[config.mk]
export PLATFORM = sky130hd
export DESIGN_NAME = sdram_cmd_seq_flat
export DESIGN_NICKNAME = d
export VERILOG_FILES = /design/src/rtl/sdram_cmd_seq_if.sv /design/src/rtl/sdram_cmd_seq.sv /design/src/flat_wrapper.sv
export SDC_FILE = /design/constraint.sdc
export NUM_CORES = 1
export LEC_CHECK = 0
export CAP_MARGIN = 30
export CORE_MARGIN = 1.5
export CORE_UTILIZATION = 59
export CTS_CLUSTER_DIAMETER = 80
export DETAILED_ROUTE_END_ITERATION = 7
export HOLD_SLACK_MARGIN = 0.03
export PLACE_DENSITY = 0.85
export REMOVE_ABC_BUFFERS = 1
export SYNTH_ARGS = -nofsm -noshare
export SYNTH_HDL_FRONTEND = slang
export SYNTH_SLANG_ARGS = --single-unit
export TNS_END_PERCENT = 20
[constraint.sdc]
create_clock -name clk -period 3.8 [get_ports clk]
set_input_delay 0.38 -clock clk [delete_from_list [all_inputs] [get_ports clk]]
set_output_delay 0.38 -clock clk [all_outputs]
set_load 0.1 [all_outputs]
[src/rtl/sdram_cmd_seq_if.sv]
// Opcode/idle handshake from the main control unit plus the SDRAM pin and data-path strobe bundle.
interface sdram_cmd_seq_if #(
    parameter int ROW_BITS  = 12,
    parameter int COL_BITS  = 8,
    parameter int BANK_BITS = 2
);
    logic [2:0]                            opcode;
    logic [BANK_BITS+ROW_BITS+COL_BITS-1:0] addr;
    logic                                  idle;
    logic [3:0]                            sd_cmd;
    logic [ROW_BITS-1:0]                   sd_addr;
    logic [BANK_BITS-1:0]                  sd_ba;
    logic                                  sd_cke;
    logic                                  wdata_strobe;
    logic                                  rdata_valid;

    modport master (
        output opcode, addr,
        input  idle, sd_cmd, sd_addr, sd_ba, sd_cke, wdata_strobe, rdata_valid
    );
    modport slave (
        input  opcode, addr,
        output idle, sd_cmd, sd_addr, sd_ba, sd_cke, wdata_strobe, rdata_valid
    );
endinterface

[src/rtl/sdram_cmd_seq.sv]
// Expands control-unit opcodes into timed SDRAM command sequences: init, refresh,
// self-refresh and single/burst auto-precharge reads and writes.
module sdram_cmd_seq #(
    parameter int ROW_BITS  = 12,
    parameter int COL_BITS  = 8,
    parameter int BANK_BITS = 2,
    parameter int BURST_LEN = 8,
    parameter int CAS_LAT   = 2,
    parameter int T_RCD     = 2,
    parameter int T_RP      = 2,
    parameter int T_RFC     = 7,
    parameter int T_WR      = 2,
    parameter int T_XSR     = 8,
    parameter int INIT_WAIT = 100
) (
    input logic           clk,
    input logic           rst,
    sdram_cmd_seq_if.slave bus
);
    localparam int ADDR_W = BANK_BITS + ROW_BITS + COL_BITS;
    localparam int CNT_W  = $clog2(INIT_WAIT + T_RFC + T_XSR + T_WR + T_RP + CAS_LAT + T_RCD + 2);
    localparam int BEAT_W = $clog2(BURST_LEN + 1);

    localparam logic [3:0] CMD_NOP  = 4'b0111;
    localparam logic [3:0] CMD_ACT  = 4'b0011;
    localparam logic [3:0] CMD_RD   = 4'b0101;
    localparam logic [3:0] CMD_WR   = 4'b0100;
    localparam logic [3:0] CMD_PRE  = 4'b0010;
    localparam logic [3:0] CMD_REF  = 4'b0001;
    localparam logic [3:0] CMD_LMR  = 4'b0000;

    localparam logic [ROW_BITS-1:0] A10_BIT  = ROW_BITS'(1024);
    localparam logic [ROW_BITS-1:0] MODE_REG = ROW_BITS'(CAS_LAT << 4);

    typedef enum logic [3:0] {
        S_INIT_WAIT, S_INIT_PRE, S_INIT_REF1, S_INIT_REF2, S_INIT_MRS,
        S_IDLE, S_SR, S_SR_EXIT, S_COL, S_DONE
    } state_t;

    state_t               state;
    logic [CNT_W-1:0]     cnt;
    logic [BEAT_W-1:0]    beats;
    logic [COL_BITS-1:0]  col_r;
    logic [2:0]           op_r;
    logic [ADDR_W-1:0]    addr_r;
    logic                 pending;
    logic                 is_wr;
    logic [CAS_LAT:0]     rd_pipe;

    logic [2:0]           seq_op;
    logic [ADDR_W-1:0]    seq_addr;
    logic                 start;
    logic [ROW_BITS-1:0]  col_addr;

    // A sequence launches straight from IDLE, or from a capture held over self-refresh exit
    assign seq_op   = (state == S_IDLE) ? bus.opcode : op_r;
    assign seq_addr = (state == S_IDLE) ? bus.addr   : addr_r;
    assign start    = ((state == S_IDLE) && (bus.opcode >= 3'd3)) ||
                      ((state == S_SR_EXIT) && (cnt == '0) && pending);

    always_comb begin
        col_addr                = '0;
        col_addr[COL_BITS-1:0]  = col_r;
        col_addr[10]            = (beats == BEAT_W'(1));
    end

    assign bus.rdata_valid = rd_pipe[CAS_LAT];

    always_ff @(posedge clk) begin
        if (rst) begin
            state            <= S_INIT_WAIT;
            cnt              <= CNT_W'(INIT_WAIT);
            beats            <= '0;
            col_r            <= '0;
            op_r             <= '0;
            addr_r           <= '0;
            pending          <= 1'b0;
            is_wr            <= 1'b0;
            rd_pipe          <= '0;
            bus.sd_cmd       <= CMD_NOP;
            bus.sd_addr      <= '0;
            bus.sd_ba        <= '0;
            bus.sd_cke       <= 1'b1;
            bus.idle         <= 1'b0;
            bus.wdata_strobe <= 1'b0;
        end else begin
            bus.sd_cmd       <= CMD_NOP;
            bus.wdata_strobe <= 1'b0;
            rd_pipe          <= {rd_pipe[CAS_LAT-1:0], 1'b0};
            // Spacing counter: loaded with T-1 at a command, next command fires when it reads zero
            if (cnt != '0) cnt <= cnt - 1'b1;

            case (state)
                S_INIT_WAIT: if (cnt == '0) begin
                    bus.sd_cmd  <= CMD_PRE;
                    bus.sd_addr <= A10_BIT;
                    cnt         <= CNT_W'(T_RP - 1);
                    state       <= S_INIT_PRE;
                end
                S_INIT_PRE: if (cnt == '0) begin
                    bus.sd_cmd <= CMD_REF;
                    cnt        <= CNT_W'(T_RFC - 1);
                    state      <= S_INIT_REF1;
                end
                S_INIT_REF1: if (cnt == '0) begin
                    bus.sd_cmd <= CMD_REF;
                    cnt        <= CNT_W'(T_RFC - 1);
                    state      <= S_INIT_REF2;
                end
                S_INIT_REF2: if (cnt == '0) begin
                    bus.sd_cmd  <= CMD_LMR;
                    bus.sd_addr <= MODE_REG;
                    bus.sd_ba   <= '0;
                    cnt         <= CNT_W'(1);
                    state       <= S_INIT_MRS;
                end
                S_INIT_MRS: if (cnt == '0) begin
                    bus.idle <= 1'b1;
                    state    <= S_IDLE;
                end
                S_IDLE: if (bus.opcode == 3'd2) begin
                    bus.sd_cmd <= CMD_REF;
                    bus.sd_cke <= 1'b0;
                    state      <= S_SR;
                end
                S_SR: if (bus.opcode != 3'd2) begin
                    bus.sd_cke <= 1'b1;
                    cnt        <= CNT_W'(T_XSR - 1);
                    state      <= S_SR_EXIT;
                end
                S_SR_EXIT: begin
                    if (cnt != '0) begin
                        if (!pending && (bus.opcode >= 3'd3)) begin
                            pending  <= 1'b1;
                            op_r     <= bus.opcode;
                            addr_r   <= bus.addr;
                            bus.idle <= 1'b0;
                        end
                    end else if (!pending) begin
                        state <= S_IDLE;
                    end
                end
                S_COL: if (cnt == '0) begin
                    bus.sd_cmd       <= is_wr ? CMD_WR : CMD_RD;
                    bus.sd_addr      <= col_addr;
                    bus.wdata_strobe <= is_wr;
                    rd_pipe[0]       <= ~is_wr;
                    col_r            <= col_r + 1'b1;
                    beats            <= beats - 1'b1;
                    if (beats == BEAT_W'(1)) begin
                        cnt   <= is_wr ? CNT_W'(T_WR + T_RP - 1) : CNT_W'(CAS_LAT + T_RP - 1);
                        state <= S_DONE;
                    end
                end
                S_DONE: if (cnt == '0) begin
                    bus.idle <= 1'b1;
                    state    <= S_IDLE;
                end
                default: state <= S_INIT_WAIT;
            endcase

            // Every access auto-precharges, so refresh needs no precharge-all first
            if (start) begin
                pending   <= 1'b0;
                bus.idle  <= 1'b0;
                col_r     <= seq_addr[COL_BITS-1:0];
                bus.sd_ba <= seq_addr[ADDR_W-1 -: BANK_BITS];
                is_wr     <= seq_op[1];
                beats     <= seq_op[0] ? BEAT_W'(BURST_LEN) : BEAT_W'(1);
                if (seq_op == 3'd3) begin
                    bus.sd_cmd <= CMD_REF;
                    cnt        <= CNT_W'(T_RFC - 1);
                    state      <= S_DONE;
                end else begin
                    bus.sd_cmd  <= CMD_ACT;
                    bus.sd_addr <= seq_addr[COL_BITS +: ROW_BITS];
                    cnt         <= CNT_W'(T_RCD - 1);
                    state       <= S_COL;
                end
            end
        end
    end
endmodule

[src/flat_wrapper.sv]
// flat-port wrapper written by rule: the top's interface ports become plain ports
module sdram_cmd_seq_flat 
#(
    parameter int ROW_BITS  = 12,
    parameter int COL_BITS  = 8,
    parameter int BANK_BITS = 2,
    parameter int BURST_LEN = 8,
    parameter int CAS_LAT   = 2,
    parameter int T_RCD     = 2,
    parameter int T_RP      = 2,
    parameter int T_RFC     = 7,
    parameter int T_WR      = 2,
    parameter int T_XSR     = 8,
    parameter int INIT_WAIT = 100
)
  (clk, rst, bus_opcode, bus_addr, bus_idle, bus_sd_cmd, bus_sd_addr, bus_sd_ba, bus_sd_cke, bus_wdata_strobe, bus_rdata_valid);
  sdram_cmd_seq_if #(.ROW_BITS(ROW_BITS), .COL_BITS(COL_BITS), .BANK_BITS(BANK_BITS)) bus_i ();
  input logic clk;
  input logic rst;
  input wire logic [$bits(bus_i.opcode)-1:0] bus_opcode;
  input wire logic [$bits(bus_i.addr)-1:0] bus_addr;
  output wire logic [$bits(bus_i.idle)-1:0] bus_idle;
  output wire logic [$bits(bus_i.sd_cmd)-1:0] bus_sd_cmd;
  output wire logic [$bits(bus_i.sd_addr)-1:0] bus_sd_addr;
  output wire logic [$bits(bus_i.sd_ba)-1:0] bus_sd_ba;
  output wire logic [$bits(bus_i.sd_cke)-1:0] bus_sd_cke;
  output wire logic [$bits(bus_i.wdata_strobe)-1:0] bus_wdata_strobe;
  output wire logic [$bits(bus_i.rdata_valid)-1:0] bus_rdata_valid;
  assign bus_i.opcode = bus_opcode;
  assign bus_i.addr = bus_addr;
  assign bus_idle = bus_i.idle;
  assign bus_sd_cmd = bus_i.sd_cmd;
  assign bus_sd_addr = bus_i.sd_addr;
  assign bus_sd_ba = bus_i.sd_ba;
  assign bus_sd_cke = bus_i.sd_cke;
  assign bus_wdata_strobe = bus_i.wdata_strobe;
  assign bus_rdata_valid = bus_i.rdata_valid;
  sdram_cmd_seq #(.ROW_BITS(ROW_BITS), .COL_BITS(COL_BITS), .BANK_BITS(BANK_BITS), .BURST_LEN(BURST_LEN), .CAS_LAT(CAS_LAT), .T_RCD(T_RCD), .T_RP(T_RP), .T_RFC(T_RFC), .T_WR(T_WR), .T_XSR(T_XSR), .INIT_WAIT(INIT_WAIT)) u_core (.clk(clk), .rst(rst), .bus(bus_i));
endmodule
==> summary.md <==
| Metric | Value |
|---|---|
| Total of fill cells in the finished design | `453` |
| First-pass DRT Iterations | `5` |
| Sink Count | `73` |
| # setup viols final | `0` |
| Worst-path clk slew | `roughly 0.09 ns` |
| Slowest-stage cell, CP | `nor4b_1` |
| Status | `completed` |
| Worst-skew pair later-pin latency | `0.36 ns` |
| WHS Path Cells | `1` |
| Worst vdd ir | `0.389 mV` |
| Core footprint | `0.00599 mm²` |
| Flops & latches, synth | `73` |
| Placer congestion estimate | `0.880` |
| Crit path buf inv count | `0` |
| Async S/R FF share, synth | `0` |
| Routed vias/inst | `6.41` |
| Full die area | `a little under 0.007 mm²` |
| DRT antenna net count | `0` |
| Top_reg_cell synth | `dfxtp_1` |
| Hold-fix buffers, CTS | `0` |
| Synth area leaders | `dfxtp_1 (39%), mux2i_1 (7.6%), nand2_1 (7.0%)` |
| Reg2reg start | `u_core.state[1]$_SDFFE_PP0P_` |
| DR DRC count | `0` |
| Leakage | `between 1 and 1.5 nW` |
| Top cells by count, synth | `dfxtp_1 (73), nand2_1 (69), nor2_1 (50), mux2i_1 (28), a21oi_1 (18)` |
| Routed WL | `10100 µm` |
| Area delta synth->final | `20.6%` |
| TritonCTS buffer count | `9` |
| Vias | `3584` |
| Share of the synthesized area in the top cell type | `0.394` |
| Busiest grt layer | `met2` |
| WP data required | `4.07 ns` |
| Placed Instances | `around 540` |
| Mean post-synth cell area | `8.38 µm²` |
| I/O pins | `49` |
| Gr usage total | `0.317` |
| Most frequent cell after synthesis | `dfxtp_1` |
| H-tree depth | `3` |
| Synth Cell Area | `between 0.003 and 0.004 mm²` |
| DP Worst Slack | `1.01 ns` |
| Setup Skew | `0.0111 ns` |
| Final Non-Filler Cells | `approximately 560` |
| First-pass GRT wire length | `16100 µm` |
| Min-Delay Startpoint | `u_core.rd_pipe[0]$_SDFF_PP0_` |
| PwrDens | `approximately 370 mW/mm²` |
| Sequential area share after synthesis | `0.394` |
| RSZ-0062 raised after global routing | `false` |
| Clk buf depth | `2` |
| Post-CTS Setup Repair Bufs | `0` |
| CP delay by family, top | `simple AND/OR/NAND/NOR gates` |
| Number of synthesized flops with an enable pin | `0` |
| Setup crit start kind | `register` |
| DP HPWL | `6530 µm` |
| Wire per inst | `18.2 µm` |
| Num rows | `28` |
| Initial Utilization | `0.618` |
| Fin crit period | `between 2 and 3 ns` |
| Worst path max stage delay | `0.69 ns` |
| Reg2Reg Setup Slack | `1.0 ns` |
| Antenna diodes | `0` |
| CP Cell Sequence | `nor4b_1 > nand3_1 > nor3_1 > a211oi_1 > a311oi_1` |
| Final hold vios | `0` |
| Die W | `82.2 µm` |
| Max Cap Viol | `0` |
| FF-to-FF End | `u_core.col_r[7]$_SDFFE_PP0P_` |
| Post-synth cell types | `68` |
| Layout cells sized above 1 | `0.0930` |
| Routing usage on met3 | `0.0582` |
| Root Buffer | `clkbuf_8` |
| Vias in the first global route | `3340` |
| Initial antenna violation count | `0` |
| Port Buffers | `47` |
| Final worst slack | `0.996 ns` |
| M2 GR Usage | `0.530` |
| Hold Path Sink | `u_core.rd_pipe[1]$_SDFF_PP0_` |
| Largest net degree at the start of global routing | `40` |
| Final Cycle Share | `0.738` |
| Biggest area consumer among synthesized cells | `dfxtp_1` |
| Fmax | `roughly 360 MHz` |
| Critical path endpoint category | `register` |
| Critical path origin | `u_core.state[1]$_SDFFE_PP0P_` |
| Final core occ | `0.746` |
| Post_cts resized | `0` |
| Nets | `about 510` |
| Worst-Margin Slew | `0.980 ns` |
| CTS tree | `done` |
| Slew HR | `0.345` |
| Post-Synthesis Cells | `approximately 440` |
| DIE HEIGHT | `between 80 and 90 µm` |
| Crit-path max FO | `23` |
| Total gr overflow | `0` |
| WP data arrival | `between 3 and 4 ns` |
| Met1 GRT Util | `0.393` |
| Overall power | `1.66 mW` |
| Initial DRC Count | `260` |
| Max-slew violations | `0` |
| Worst Reg2Reg Path Length in Cells | `5` |
| Hold Path Class | `register to register` |
| Worst hold slack | `0.440 ns` |
| WS Path Type | `register to register` |
| Yosys Warn Count | `0` |
==> where the power goes <==
group	switching, mW	internal (mW)	leakage [nW]
combinational	0.0527	0.0496	0.730
clock	0.323	0.444	0.122
sequential	0.0120	0.774	0.589
==> cell families (layout without fill, tap and decap cells) <==
family,Yosys count,after routing,synth area share
fa+ha+maj,7,7,0.0236
flops,73,73,0.394
buf+inv,41,83,0.0496
compound gates,87,87,0.178
xor+xnor,9,9,0.0213
simple gates,196,196,0.257
mux,28,28,0.0757
other cells,1,1,0.00101
==> flip-flops by register name, indices dropped and copies added, names as in the netlist, 2 cells and up <==
| register | cells |
|---|---|
| u_core.state | 4 |
| u_core.addr_r | 22 |
| u_core.cnt | 7 |
| u_core.bus.sd_cmd | 3 |
| u_core.bus.sd_ba | 2 |
| u_core.col_r | 8 |
| u_core.bus.sd_addr | 12 |
| u_core.beats | 4 |
| u_core.op_r | 3 |
| u_core.rd_pipe | 3 |
==> routing by layer <==
layer	vias up	part of all wire
li1	1669	-
met2	179	0.49
met5	-	0
met3	28	0.071
met4	0	0.026
met1	1708	0.41
==> metrics by stage <==
step,cell area (µm²),TNS [ns]
global placement,4220,0
floorplan,3550,-32.39
global route,4470,0
finish,4470,0
detailed placement,4220,0
CTS,4470,0
==> worst max path at each step <==
stage / endpoint / cells past startpoint
2_1_floorplan: u_core.addr_r[0]$_SDFFE_PP0P_ / 7
3_3_place_gp: u_core.state[0]$_SDFFE_PP0P_ / 7
3_5_place_dp: u_core.state[0]$_SDFFE_PP0P_ / 7
4_1_cts: u_core.state[0]$_SDFFE_PP0P_ / 8
5_1_grt: u_core.col_r[7]$_SDFFE_PP0P_ / 5
6_report: u_core.col_r[7]$_SDFFE_PP0P_ / 5
==> worst register-to-register path, delay by kind of cell, from the launching register on <==
kind | cells | cell delay [ns]
simple gates | 3 | 1.71
flops | 1 | 0.59
compound gates | 2 | 0.42
==> cells in the final DEF, fill, tap and decap left out, types with 3 or more instances in the layout <==
| master | synthesis | routed |
|---|---|---|
| bufinv_16 | 0 | 3 |
| a21oi_1 | 18 | 18 |
| nor4_1 | 4 | 3 |
| a32oi_1 | 4 | 4 |
| nor3_1 | 17 | 17 |
| a311oi_1 | 10 | 10 |
| a221oi_1 | 7 | 7 |
| o21ai_0 | 12 | 12 |
| clkdlybuf4s50_1 | 0 | 46 |
| nor3b_1 | 7 | 7 |
| clkbuf_8 | 0 | 9 |
| buf_4 | 2 | 11 |
| dfxtp_1 | 73 | 73 |
| a2111oi_0 | 4 | 4 |
| nor2_1 | 50 | 50 |
| a211oi_1 | 4 | 4 |
| mux2i_1 | 28 | 28 |
| and3_1 | 3 | 3 |
| or3_1 | 5 | 5 |
| nand3b_1 | 7 | 7 |
| nand2_1 | 69 | 69 |
| a31oi_1 | 3 | 3 |
| ha_1 | 7 | 7 |
| nand3_1 | 9 | 9 |
| nor2b_1 | 3 | 3 |
| nand2b_1 | 5 | 5 |
| xnor2_1 | 7 | 7 |
| inv_1 | 8 | 8 |
==> area by class of cell <==
cell class,instances,area (µm²),share of cell area
clock buffers,9,124,0.0277
clock inverters,7,126,0.0283
inverters,9,33.8,0.00756
multi-input cells,328,2080,0.466
flip-flops and latches,73,1460,0.327
well taps,75,93.8,0.0210
repair buffers,58,548,0.123
Note: power is estimated with default switching activity, not from simulation.
